--- src/rtl/student_logic_pkg.sv ---
// student_logic_pkg: opcodes and default width shared by the student logic
// arbiter and its logic unit.
package student_logic_pkg;
  localparam logic [1:0] OP_NOT = 2'b00;
  localparam logic [1:0] OP_AND = 2'b01;
  localparam logic [1:0] OP_OR  = 2'b10;
  localparam logic [1:0] OP_XOR = 2'b11;
  localparam int WIDTH_DEFAULT = 16;
endpackage

--- src/rtl/student_logic16.sv ---
// student_logic16: combinational NOT/AND/OR/XOR unit built only from the
// NAND-based student gates, followed by a 4:1 select on op.
//   op : opcode (00 NOT a, 01 AND, 10 OR, 11 XOR)
//   a,b: operands          y : result
// Gate cells:
//   student_nand1 : single-bit NAND, the only primitive.
//   student_not16/and16/or16/xor16 : per-bit arrays of NAND compositions.
module student_nand1 (
  input  logic a,
  input  logic b,
  output logic y
);
  assign y = !(a && b);
endmodule

module student_not16 #(parameter int W = 16) (
  input  logic [W-1:0] a,
  output logic [W-1:0] y
);
  student_nand1 u_n [W-1:0] (.a(a), .b(a), .y(y));
endmodule

module student_and16 #(parameter int W = 16) (
  input  logic [W-1:0] a,
  input  logic [W-1:0] b,
  output logic [W-1:0] y
);
  logic [W-1:0] n;
  student_nand1 u_n [W-1:0] (.a(a), .b(b), .y(n));
  student_not16 #(.W(W)) u_inv (.a(n), .y(y));
endmodule

module student_or16 #(parameter int W = 16) (
  input  logic [W-1:0] a,
  input  logic [W-1:0] b,
  output logic [W-1:0] y
);
  logic [W-1:0] na, nb;
  student_not16 #(.W(W)) u_ia (.a(a), .y(na));
  student_not16 #(.W(W)) u_ib (.a(b), .y(nb));
  student_nand1 u_n [W-1:0] (.a(na), .b(nb), .y(y));
endmodule

module student_xor16 #(parameter int W = 16) (
  input  logic [W-1:0] a,
  input  logic [W-1:0] b,
  output logic [W-1:0] y
);
  // classic four-NAND xor
  logic [W-1:0] n, na, nb;
  student_nand1 u_n  [W-1:0] (.a(a),  .b(b),  .y(n));
  student_nand1 u_na [W-1:0] (.a(a),  .b(n),  .y(na));
  student_nand1 u_nb [W-1:0] (.a(b),  .b(n),  .y(nb));
  student_nand1 u_o  [W-1:0] (.a(na), .b(nb), .y(y));
endmodule

module student_logic16
  import student_logic_pkg::*;
#(
  parameter int WIDTH = WIDTH_DEFAULT
) (
  input  logic [1:0]       op,
  input  logic [WIDTH-1:0] a,
  input  logic [WIDTH-1:0] b,
  output logic [WIDTH-1:0] y
);
  logic [WIDTH-1:0] y_not, y_and, y_or, y_xor;

  student_not16 #(.W(WIDTH)) u_not (.a(a), .y(y_not));
  student_and16 #(.W(WIDTH)) u_and (.a(a), .b(b), .y(y_and));
  student_or16  #(.W(WIDTH)) u_or  (.a(a), .b(b), .y(y_or));
  student_xor16 #(.W(WIDTH)) u_xor (.a(a), .b(b), .y(y_xor));

  always_comb begin
    y = y_not;
    case (op)
      OP_NOT:  y = y_not;
      OP_AND:  y = y_and;
      OP_OR:   y = y_or;
      OP_XOR:  y = y_xor;
      default: y = y_not;
    endcase
  end
endmodule

--- src/rtl/student_logic_arbiter.sv ---
// student_logic_arbiter: round-robin share of one student_logic16 between two
// requesters, with a one-entry registered result stage (1-cycle latency,
// one op per cycle sustained when the consumer is always ready).
// Ports:
//   clk, rst_n                      : clock, async active-low reset
//   reqN_valid/ready/op/a/b (N=0,1) : request channels (valid/ready)
//   res_valid/ready/id/data         : result channel (valid/ready)
// Optional: define STUDENT_ARB_STATS_EN to add grant_cnt0/grant_cnt1,
//   16-bit saturating acceptance counters per requester.
module student_logic_arbiter
  import student_logic_pkg::*;
#(
  parameter int WIDTH = WIDTH_DEFAULT
) (
  input  logic             clk,
  input  logic             rst_n,
  input  logic             req0_valid,
  output logic             req0_ready,
  input  logic [1:0]       req0_op,
  input  logic [WIDTH-1:0] req0_a,
  input  logic [WIDTH-1:0] req0_b,
  input  logic             req1_valid,
  output logic             req1_ready,
  input  logic [1:0]       req1_op,
  input  logic [WIDTH-1:0] req1_a,
  input  logic [WIDTH-1:0] req1_b,
  output logic             res_valid,
  input  logic             res_ready,
  output logic             res_id,
  output logic [WIDTH-1:0] res_data
`ifdef STUDENT_ARB_STATS_EN
  ,
  output logic [15:0]      grant_cnt0,
  output logic [15:0]      grant_cnt1
`endif
);
  typedef struct packed {
    logic [1:0]       op;
    logic [WIDTH-1:0] a;
    logic [WIDTH-1:0] b;
  } req_t;

  req_t             req0, req1, sel;
  logic             full, last_grant, grant, can_accept, acc;
  logic [WIDTH-1:0] y;

  assign req0 = '{op: req0_op, a: req0_a, b: req0_b};
  assign req1 = '{op: req1_op, a: req1_a, b: req1_b};

  // rst_n gates the window so no ready is offered while reset is held
  assign can_accept = rst_n && (!full || res_ready);

  // contested: take the side that did not win last; otherwise whoever is valid
  assign grant = (req0_valid && req1_valid) ? !last_grant : req1_valid;
  assign acc   = can_accept && (req0_valid || req1_valid);

  assign req0_ready = can_accept && req0_valid && !grant;
  assign req1_ready = can_accept && req1_valid && grant;

  assign sel = grant ? req1 : req0;

  student_logic16 #(.WIDTH(WIDTH)) u_logic (
    .op (sel.op),
    .a  (sel.a),
    .b  (sel.b),
    .y  (y)
  );

  always_ff @(posedge clk or negedge rst_n) begin
    if (!rst_n) begin
      full       <= 1'b0;
      last_grant <= 1'b1;
      res_id     <= 1'b0;
      res_data   <= '0;
    end else if (acc) begin
      full       <= 1'b1;
      last_grant <= grant;
      res_id     <= grant;
      res_data   <= y;
    end else if (res_ready) begin
      full       <= 1'b0;
    end
  end

  assign res_valid = full;

`ifdef STUDENT_ARB_STATS_EN
  always_ff @(posedge clk or negedge rst_n) begin
    if (!rst_n) begin
      grant_cnt0 <= '0;
      grant_cnt1 <= '0;
    end else if (acc) begin
      if (!grant && grant_cnt0 != 16'hFFFF) grant_cnt0 <= grant_cnt0 + 16'd1;
      if (grant  && grant_cnt1 != 16'hFFFF) grant_cnt1 <= grant_cnt1 + 16'd1;
    end
  end
`endif
endmodule

--- config.mk ---
export PLATFORM = sky130hd
export DESIGN_NAME = student_logic_arbiter
export DESIGN_NICKNAME = d
export VERILOG_FILES = /design/src/rtl/student_logic_pkg.sv /design/src/rtl/student_logic16.sv /design/src/rtl/student_logic_arbiter.sv
export SDC_FILE = /design/constraint.sdc
export NUM_CORES = 1
export LEC_CHECK = 0
export ABC_AREA = 1
export BUFFER_PORTS_ARGS = -buffer_cell sky130_fd_sc_hd__buf_2
export CORE_MARGIN = 4
export CORE_UTILIZATION = 54
export DETAILED_ROUTE_END_ITERATION = 7
export GPL_TIMING_DRIVEN = 1
export PLACE_DENSITY = 0.87
export SLEW_MARGIN = 20
export SYNTH_ARGS = -nofsm -noshare
export SYNTH_HDL_FRONTEND = slang
export SYNTH_HIERARCHICAL = 1
export SYNTH_SLANG_ARGS = --single-unit
--- constraint.sdc ---
create_clock -name clk -period 4.41 [get_ports clk]
set_input_delay 0.441 -clock clk [delete_from_list [all_inputs] [get_ports clk]]
set_output_delay 0.441 -clock clk [all_outputs]
set_load 0.01 [all_outputs]
-- After elaboration in Yosys (flattened, before gate mapping)
Cells that the tools add are included.
W data, S select, Z words.
- bits of input ports: 73
- register bits: 19
- output and inout port bits: 20
- equal/unequal tests: 3
- reductions and logical operators: 206
- multiplexer cells: 5
- operator list (kind ; number):
    $logic_not A1 Y1 ; 115
    $logic_and A1 B1 Y1 ; 87
    $pmux W16 S4 ; 1
    $mux W34 ; 1
    $eq A2 B2 Y1 const B ; 2
    $mux W1 ; 3
    $eq A2 B1 Y1 const B ; 1
    $logic_not A2 Y1 ; 1
    $logic_or A1 B1 Y1 ; 2
    $reduce_bool A2 Y1 ; 1

-- Logic depth before layout (Yosys ltp)
Gate-level depths: netlist (run 1).
- word-level depth: 10
- depth in mapped cells: 13
- gate-level depth less buffers: 12

-- Hierarchy
Netlist (run 1), hierarchy kept.
- modules (own cells, without submodules) (module ; area each (µm²) ; cells each ; times used):
    student_logic_arbiter ; 1263.7 ; 198 ; 1
    student_nand1 ; 3.8 ; 1 ; 160
    student_logic16 ; 524.3 ; 94 ; 1

-- Worst setup path before layout (run 1)
Ideal clock, no wire load.
- path kind: input to register
- from: in req1_valid
- to: reg res_data[2]
- slack: 2.624 ns
- buffers on the path: 3
- data arrival time: 1.719 ns
- stages on the path: 13
- cells stage by stage: inv_1 -> a21oi_4 -> inv_2 -> buf_6 -> nand2_1 -> nand2_1 -> buf_6 -> nor2_8 -> buf_6 -> nand2_1 -> nand4_1 -> nand4_1 -> nand2_1
- RTL lines (item ; line ; RTL):
    from (decl) ; student_logic_arbiter.sv:22 ; input logic req1_valid,
    to (signal assigned) ; student_logic_arbiter.sv:79 ; res_data <= y;
    to (decl) ; student_logic_arbiter.sv:30 ; output logic [WIDTH-1:0] res_data

==> run_results.csv, run 1 <==
group,metric,value,unit
drt,top_layer_used,"met4",
clocking,ctsRootBufferMaster,"sky130_fd_sc_hd__clkbuf_8",
clocking,cts_htree_levels,1,
worst_setup_path,cp_slowest_stage_delay,0.56,ns
logic_synthesis,synth.top_cells.by_area,"sky130_fd_sc_hd__nand2_1 50%, sky130_fd_sc_hd__dfrtp_1 19%, sky130_fd_sc_hd__nand3_1 10%, sky130_fd_sc_hd__nand4_1 8.4%, sky130_fd_sc_hd__buf_6 4.2%",
drt,antenna_left,0,
clocking,post-cts-setup-buffers,0,
placed_design,preCtsSetupSlack,1.740,ns
worst_setup_path,cp_data_arrival_time,2.70,ns
drt,m1WireLength,2781,um
sta,slew_headroom,52.53,%
worst_setup_path,critPathKind,"reg2reg",
logic_synthesis,post_synth_inst_count,452,
placed_design,placed_area,2759,sq um
floorplan,number_of_rows_created_at_floorplan,23,
worst_setup_path,critical_path_cell_list,"a21oi_4 -> inv_2 -> nand2_1 -> nand2_1 -> inv_2 -> nand3_1 -> nand4_1 -> nand4_1 -> nand2_1",
sta,finalHoldViolCount,0,
worst_setup_path,timing.critical_path.to_type,"register",
floorplan,dieArea,5551,sq um
pwr,worst_ir_drop_vdd,0.1135,mV
logic_synthesis,syn_area_per_cell,5.284,sq um
logic_synthesis,synth_top_cell_by_area,"sky130_fd_sc_hd__nand2_1",
floorplan,boundaryPins,93,
sta,finalMaxSlewViolations,0,
drt,dr.first_iter.drc_count,175,
layout,fraction_of_final_layout_cells_sized_beyond_drive_strength_1,20.23,%
hold_path,hold_path.class,"in2async",
drt,wl_met2,2649,um
placed_design,place.detailed.hpwl,4496,um
sta,fin_ws,1.862,ns
floorplan,core_area,4144,sq um
worst_setup_path,critPathLaunchType,"register",
clocking,clockBufferDepth,2,
pwr,pwr_density_cell,284.9,nW/um^2
logic_synthesis,synth_fp_nets,525,
sta,setup_total_negative_slack,0,ns
global_route,grt_start_max_net_pins,38,
job,max_cap_violations,0,
layout,fin_cells,579,
drt,drc,0,
drt,wl_met3,444,um
global_route,antenna_found_initial,0,
logic_synthesis,seq_area_frac_synth,19.96,%
sta,max_freq,392.5,MHz
placed_design,port_buffers,92,
clocking,cts-buffers-inserted,3,
sta,finalCriticalPeriod,2.548,ns
layout,layout_nets,603,
sta,setup-violations-final,0,
worst_setup_path,worstPathRequired,4.56,ns
sta,fin_worst_skew,0.003245,ns
floorplan,die_height,74.51,um
sta,grt_setup_unrepaired,"false",
floorplan,initial_utilization,57.64,%
placed_design,last_weighted_congestion_value_of_the_routability_driven_placer,0.8668,
clocking,clkTransAtPathRegs,0.07,ns
worst_setup_path,worst-path-max-fanout,34,
placed_design,dp.cells,575,
logic_synthesis,synth.distinct_cells,18,
drt,totalWireLength,5944,um
logic_synthesis,synth_seq_cells,19,
worst_setup_path,cpMostUsedCell,"sky130_fd_sc_hd__nand2_1",
clocking,cts-hold-fix-buffers,0,
pwr,static-leakage-power,1.754,nW
worst_setup_path,worst_setup_path_startpoint,"last_grant",
global_route,globalRouteTotalUtil,21.49,%
drt,dr.pass1.iters,4,
clocking,cts_tree,"built",
global_route,grt_pass1_wl,9660,um
drt,num_vias,2893,
sta,final_min_period_over_clock_period,57.78,%
worst_setup_path,worst_r2r_startpoint,"last_grant",
worst_setup_path,critical_path.slowest_cell,"sky130_fd_sc_hd__dfstp_2",
global_route,gr-total-overflow,0,
logic_synthesis,syn_area,2389,sq um
sta,timing_worst_slew_pin_value,0.7121,ns
logic_synthesis,synth_warnings,6,
clocking,cts.sinks,19,
drt,wl_per_cell,10.27,um
clocking,worst_skew_pair.late_latency,0.26,ns
layout,layout.cell_area.non_filler,2804,sq um
clocking,ctsResizeCount,0,
outcome,result_of_the_run,"finished clean",
layout,area_delta_synth_final,17.39,%
logic_synthesis,area_share_of_the_largest_cell_type_after_synthesis,49.97,%
drt,route.detailed.vias_per_inst,4.997,
floorplan,die_width,74.51,um
layout,insertedDiodeCount,0,
global_route,first_global_vias,2359,
## Yosys cell counts
| library cell | count |
|---|---|
| sky130_fd_sc_hd__inv_1 | 3 |
| sky130_fd_sc_hd__dfstp_2 | 1 |
| sky130_fd_sc_hd__nand2_4 | 1 |
| sky130_fd_sc_hd__buf_6 | 9 |
| sky130_fd_sc_hd__nand2_1 | 318 |
| sky130_fd_sc_hd__buf_2 | 8 |
| sky130_fd_sc_hd__nor2_8 | 1 |
| sky130_fd_sc_hd__inv_2 | 4 |
| sky130_fd_sc_hd__nand3_4 | 1 |
| sky130_fd_sc_hd__nand3_1 | 48 |
| sky130_fd_sc_hd__nor2_1 | 1 |
| sky130_fd_sc_hd__buf_4 | 3 |
| sky130_fd_sc_hd__a21boi_0 | 1 |
| sky130_fd_sc_hd__clkbuf_4 | 1 |
| sky130_fd_sc_hd__a21oi_4 | 1 |
| sky130_fd_sc_hd__dfrtp_1 | 18 |
| sky130_fd_sc_hd__clkbuf_1 | 1 |
| sky130_fd_sc_hd__nand4_1 | 32 |
## routing by layer
metal  vias to the layer above  track usage (%)
met3                         6            1.622
li1                       1609                -
met2                       101            38.44
met4                         0            5.731
met1                      1177            27.72
met5                         -                0
## where the power goes
part | internal [mW] | switching, mW | total [mW]
clock | 0.0642 | 0.0566 | 0.121
sequential | 0.219 | 0.0241 | 0.243
combinational | 0.158 | 0.277 | 0.435
## sequential cells by signal, summed over array words and instances (netlist names)
| register | count |
|---|---|
| last_grant | 1 |
| res_data | 16 |
| res_valid | 1 |
| res_id | 1 |
## final timing paths
| kind | to | slack [ns] | depth (start not counted) |
|---|---|---|---|
| setup / recovery | res_data[15] | 1.86 | 9 |
| hold / removal | res_data[15] | 0.23 | 1 |
| setup reg to reg | res_data[15] | 1.86 | 9 |
| hold reg to reg | res_data[15] | 0.47 | 2 |
| max in group asynchronous | res_data[9] | 3.72 | 1 |
| min in group clk | res_data[15] | 0.47 | 2 |
## stage by stage
step	power (mW)	hold slack (ns)	util, %
3_5_place_dp	0.6800	0.4533	66.58
4_1_cts	0.8010	0.2482	67.66
6_report	0.7988	0.2295	67.66
2_1_floorplan	0.5685	0.1454	-
5_1_grt	0.8801	0.2768	67.66
3_3_place_gp	0.6695	0.4477	66.58
## cells in the final DEF, fill, tap and decap left out
cell type                  instances
sky130_fd_sc_hd__nand2_1         318
sky130_fd_sc_hd__dfrtp_1          18
sky130_fd_sc_hd__nand2_4           1
sky130_fd_sc_hd__buf_4             3
sky130_fd_sc_hd__inv_1             3
sky130_fd_sc_hd__clkbuf_1          1
sky130_fd_sc_hd__nor2_1            1
sky130_fd_sc_hd__a21oi_4           1
sky130_fd_sc_hd__nand4_1          32
sky130_fd_sc_hd__nand3_1          48
sky130_fd_sc_hd__a21boi_0          1
sky130_fd_sc_hd__buf_2            92
sky130_fd_sc_hd__nor2_8            1
sky130_fd_sc_hd__clkbuf_8          3
sky130_fd_sc_hd__nand3_4           1
sky130_fd_sc_hd__dfstp_2           1
sky130_fd_sc_hd__inv_2             4
## layout make-up
class                   instances  area [sq um]
multi-input cells             404          1710
fillers                       382          1340
repair buffers                 95         483.0
flip-flops and latches         19         476.7
well taps                      50         62.56
clock buffers                   4         45.04
inverters                       7         26.28
## worst max-delay path, delay by kind of cell, from the launching register on
family,cells,cell delay [ns]
AOI/OAI and AO/OA,1,0.06
DFF,1,0.56
buffers and inverters,2,0.69
and+or+nand+nor,6,1.12
## logic make-up after synthesis
kind of cell / synth area share [%]
flip-flops: 19.96
buffers and inverters: 8.434
AND/OR/NAND/NOR: 70.61
AO/OA/AOI/OAI: 0.9956
No activity file was read; power rests on OpenSTA's default activity.
==> inputs of run 2 (changes only) <==
Settings changed: CORE_UTILIZATION 54 to 45, PLACE_DENSITY 0.87 to 0.78.
Clock period 4.41 ns to 2.3 ns, I/O delays scaled along.
==> run 2 against run 1 <==
Sequential power is 90% higher. Final area is 3.1% higher. Power is 94% higher. Largest power group unchanged. Highest routed layer unchanged.
==> run_results.csv, run 2 (same netlist as run 1, synthesis figures left out) <==
group,metric,value,unit
placed_design,preCtsSetupSlack,0.2827,ns
global_route,gr-total-overflow,0,
outcome,result_of_the_run,"finished clean",
layout,largest-register,"res_data",
drt,totalWireLength,5954,um
global_route,antenna_found_initial,0,
placed_design,last_weighted_congestion_value_of_the_routability_driven_placer,0.8578,
sta,final_min_period_over_clock_period,87.66,%
clocking,cts_tree,"built",
layout,fill_cells,543,
drt,drc,0,
layout,largest_register_ffs,16,
worst_setup_path,critPathKind,"reg2reg",
sta,grt_setup_unrepaired,"false",
clocking,clockBufferDepth,2,
global_route,globalRouteTotalUtil,18.08,%
sta,finalHoldWorstSlack,0.4413,ns
drt,wl_per_cell,9.841,um
floorplan,initial_utilization,46.47,%
sta,timing_worst_slew_pin_value,0.3880,ns
floorplan,die_width,80.86,um
pwr,p_total,1.546,mW
floorplan,number_of_rows_created_at_floorplan,26,
pwr,worst_ir_drop_vdd,0.2371,mV
layout,final_cell_mix,"318 x sky130_fd_sc_hd__nand2_1, 92 x sky130_fd_sc_hd__buf_2, 48 x sky130_fd_sc_hd__nand3_1",
layout,insertedDiodeCount,0,
worst_setup_path,worstPathRequired,2.49,ns
pwr,pwr_density_cell,534.9,nW/um^2
layout,layout.cells.most_common,"sky130_fd_sc_hd__nand2_1",
floorplan,dieArea,6538,sq um
global_route,first_global_vias,2355,
global_route,grt_pass1_wl,9832,um
floorplan,core_area,5140,sq um
clocking,clkTransAtPathRegs,0.07,ns
job,max_cap_violations,0,
drt,antenna_left,0,
worst_setup_path,cp_data_arrival_time,2.21,ns
placed_design,dp.cells,600,
layout,layout.cell_area.non_filler,2890,sq um
drt,dr.pass1.iters,4,
sta,setup_total_negative_slack,0,ns
sta,fin_ws,0.2837,ns
placed_design,port_buffers,92,
drt,dr.first_iter.drc_count,135,
placed_design,place.detailed.hpwl,4642,um
worst_setup_path,timing.critical_path.to_type,"register",
floorplan,boundaryPins,93,
layout,fin_cells,605,
placed_design,placed_area,2834,sq um
sta,max_freq,496.0,MHz
drt,route.detailed.vias_per_inst,4.833,
clocking,cts_htree_levels,1,
layout,post-route-util,56.23,%
clocking,ctsRootBufferMaster,"sky130_fd_sc_hd__clkbuf_8",
clocking,cts-buffers-inserted,3,
sta,finalHoldViolCount,0,
layout,area_delta_synth_final,21.01,%
clocking,post-cts-setup-buffers,0,
global_route,grt_start_max_net_pins,37,
floorplan,die_height,80.86,um
worst_setup_path,worst-path-max-fanout,36,
sta,finalCriticalPeriod,2.016,ns
clocking,worst_skew_pair.late_latency,0.25,ns
sta,setup-violations-final,0,
sta,fin_worst_skew,0.004611,ns
layout,fraction_of_final_layout_cells_sized_beyond_drive_strength_1,21.12,%
worst_setup_path,critPathLaunchType,"register",
clocking,cts.sinks,19,
pwr,static-leakage-power,1.789,nW
hold_path,hold_path.class,"in2reg",
sta,finalMaxSlewViolations,0,
drt,num_vias,2924,
layout,layout_nets,609,
sta,slew_headroom,74.14,%
run 2: cell types whose count changed in the layout (fill, tap and decap cells not counted), sizes merged:
cell,delta
buf,+5
clkbuf,-1
clkinv,+1
dlygate4sd3,+1
run 2: layout make-up:
class	instances	area, sq um	share of cell area, %
sequential	19	476.7	16.49
timing repair buffer	101	543.0	18.79
clock buffer	3	41.29	1.429
multi-input combinational	404	1710	59.18
tap	70	87.58	3.030
inverter	7	26.28	0.9091
clock inverter	1	5.005	0.1732
run 2: what timing repair did:
item	in CTS	in global routing
hold buffers	1	0
resized for setup	0	0
hold endpoints to repair	8	0
run 2: worst max-delay path: stages, from the launching register on:
cell and delay (ns):
sky130_fd_sc_hd__dfstp_2 0.38, sky130_fd_sc_hd__a21oi_4 0.13, sky130_fd_sc_hd__buf_4 0.34, sky130_fd_sc_hd__nand2_1 0.10
sky130_fd_sc_hd__nand2_1 0.25, sky130_fd_sc_hd__buf_4 0.29, sky130_fd_sc_hd__nand3_1 0.11, sky130_fd_sc_hd__nand4_1 0.15
sky130_fd_sc_hd__nand4_1 0.11, sky130_fd_sc_hd__nand2_1 0.08
run 2: final timing paths:
kind                              startpoint            to  slack (ns)  cells past startpoint
max in group asynchronous              rst_n    last_grant        1.45                      3
worst max register to register    last_grant  res_data[11]        0.28                      9
worst min-delay path               res_ready    last_grant        0.44                      5
min in group asynchronous              rst_n        res_id        0.53                      3
worst min register to register  res_data[12]  res_data[12]        0.47                      2
worst max-delay path              last_grant  res_data[11]        0.28                      9
run 2: power by group:
part           switching, mW  total (mW)  internal, mW
Clock                  0.106       0.227         0.120
Combinational          0.539       0.857         0.319
Sequential            0.0418       0.462         0.420
Total                  0.687        1.55         0.859
run 2: routing by layer:
layer	up-vias	wire length, um	global-route usage, %
li1	1615	-	-
met1	1205	2806	25.78
met2	100	2585	29.31
met3	4	534	1.885
met4	0	27	4.054
met5	-	0	0
==> inputs of run 3 (changes only) <==
Settings changed: RECOVER_POWER set to 50.
==> run 3 against run 2 <==
Non-clock buffer count did not move. Worst setup slack lost 0.018 ns. Register-to-register slack got worse by 0.02 ns. Final area shrank 0.52%. Power is 0.70% lower. Sequential share of layout area is 0.086 points higher. Largest power group unchanged.
==> run_results.csv, run 3 (same netlist as run 1, synthesis figures left out) <==
group,metric,value,unit
global_route,grt_pass1_wl,9832,um
worst_setup_path,r2r_end,"res_data[11]",
drt,drc,0,
layout,area_delta_synth_final,20.38,%
global_route,antenna_found_initial,0,
sta,finalHoldWorstSlack,0.4413,ns
drt,top_layer_used,"met4",
sta,finalHoldViolCount,0,
layout,insertedDiodeCount,0,
sta,finalMaxSlewViolations,0,
worst_setup_path,critPathLaunchType,"register",
floorplan,boundaryPins,93,
worst_setup_path,critPathKind,"reg2reg",
sta,timing_worst_slew_pin_value,0.7604,ns
sta,setup_total_negative_slack,0,ns
worst_setup_path,worst-path-max-fanout,36,
drt,num_vias,2923,
floorplan,number_of_rows_created_at_floorplan,26,
sta,grt_setup_unrepaired,"false",
drt,wl_per_cell,9.874,um
clocking,ctsRootBufferMaster,"sky130_fd_sc_hd__clkbuf_8",
pwr,clkPwrFrac,14.8,%
clocking,cts_htree_levels,1,
global_route,gr-total-overflow,0,
sta,finalCriticalPeriod,2.034,ns
clocking,cts-buffers-inserted,3,
layout,fill_cells,540,
layout,fraction_of_final_layout_cells_sized_beyond_drive_strength_1,19.25,%
clocking,clkTransAtPathRegs,0.07,ns
sta,final_min_period_over_clock_period,88.43,%
placed_design,port_buffers,92,
worst_setup_path,reg2reg_setup_slack,0.27,ns
pwr,internal_power,0.8467,mW
floorplan,die_width,80.86,um
sta,slew_headroom,49.31,%
floorplan,die_height,80.86,um
worst_setup_path,worstPathRequired,2.49,ns
drt,route.detailed.vias_per_inst,4.831,
drt,dr.first_iter.drc_count,131,
job,max_cap_violations,0,
pwr,static-leakage-power,1.756,nW
pwr,power.share.switching,44.85,%
pwr,power.sequential.fraction,30.2,%
sta,fin_worst_skew,0.004303,ns
floorplan,core_area,5140,sq um
outcome,result_of_the_run,"finished clean",
sta,setup-violations-final,0,
floorplan,dieArea,6538,sq um
worst_setup_path,timing.critical_path.to_type,"register",
global_route,first_global_vias,2355,
pwr,worst_ir_drop_vdd,0.2341,mV
worst_setup_path,worst_setup_path_startpoint,"last_grant",
layout,layout.cells.most_common,"sky130_fd_sc_hd__nand2_1",
drt,wl_met2,2592,um
worst_setup_path,critPathCapture,"res_data[11]",
floorplan,initial_utilization,46.47,%
clocking,worst_skew_pair.late_latency,0.25,ns
worst_setup_path,worst_r2r_startpoint,"last_grant",
placed_design,place.detailed.hpwl,4642,um
worst_setup_path,worst-r2r-cell-count,9,
drt,antenna_left,0,
pwr,netSwitchingPower,0.6886,mW
pwr,power_frac_comb,55.0,%
drt,m1WireLength,2823,um
layout,largest-register,"res_data",
sta,max_freq,491.7,MHz
clocking,post-cts-setup-buffers,0,
clocking,cts_tree,"built",
drt,dr.pass1.iters,4,
layout,layout_nets,609,
layout,largest_register_ffs,16,
drt,totalWireLength,5974,um
clocking,cts.sinks,19,
layout,final_cell_mix,"318 x sky130_fd_sc_hd__nand2_1, 82 x sky130_fd_sc_hd__buf_2, 48 x sky130_fd_sc_hd__nand3_1",
global_route,grt_start_max_net_pins,37,
global_route,globalRouteTotalUtil,18.08,%
placed_design,last_weighted_congestion_value_of_the_routability_driven_placer,0.8578,
drt,wl_met3,530,um
clocking,clockBufferDepth,2,
hold_path,hold_path.class,"in2reg",
worst_setup_path,cp_data_arrival_time,2.22,ns
pwr,pwr_density_cell,534.0,nW/um^2
## run 3: critical path, cell delays in order, from the launching register on
cell and delay, ns:
sky130_fd_sc_hd__dfstp_2 0.38, sky130_fd_sc_hd__a21oi_4 0.13, sky130_fd_sc_hd__buf_4 0.34, sky130_fd_sc_hd__nand2_1 0.10, sky130_fd_sc_hd__nand2_1 0.25, sky130_fd_sc_hd__buf_4 0.29
sky130_fd_sc_hd__nand3_1 0.11, sky130_fd_sc_hd__nand4_1 0.15, sky130_fd_sc_hd__nand4_1 0.11, sky130_fd_sc_hd__nand2_1 0.10
## run 3: power groups by stage
stage	Clock (mW)	Sequential (mW)	Combinational, mW
2_1_floorplan	0	0.510	0.581
3_3_place_gp	0	0.469	0.837
3_5_place_dp	0	0.468	0.858
4_1_cts	0.234	0.462	0.860
5_1_grt	0.249	0.475	0.976
6_report	0.227	0.464	0.845
## run 3: cell type report
class                   instances  area (sq um)  share of cell area [%]
repair buffers                101         528.0                   18.36
flip-flops and latches         19         476.7                   16.58
clock inverters                 1         5.005                  0.1741
clock buffers                   3         41.29                   1.436
inverters                       7         26.28                  0.9138
well taps                      70         87.58                   3.046
multi-input cells             404          1710                   59.49
## run 3: through the flow
step	setup slack, ns	cells	power [mW]	area (sq um)	util (%)
2_1_floorplan	0.6272	452	1.090	2389	-
3_3_place_gp	0.3676	600	1.306	2834	55.14
3_5_place_dp	0.2827	600	1.326	2834	55.14
4_1_cts	0.2928	605	1.556	2890	56.23
5_1_grt	0.1164	605	1.700	2875	55.94
6_report	0.2661	605	1.535	2875	55.94
## run 3: how the worst min path moves through the flow
stage / start / end / cells past startpoint
CTS: res_ready / last_grant / 5
detailed placement: rst_n / res_id / 2
global route: res_ready / last_grant / 5
finish: res_ready / last_grant / 5
global placement: rst_n / res_id / 2
floorplan: rst_n / res_data[0] / 0
## run 3: what timing repair did
item,in CTS,in global routing
resized for setup,0,0
hold buffers,1,0
endpoints found under the hold margin,8,0
## run 3: metal layers
metal	vias to the layer above	track usage, %
met5	-	0
li1	1614	-
met4	0	4.054
met3	4	1.885
met1	1205	25.78
met2	100	29.31
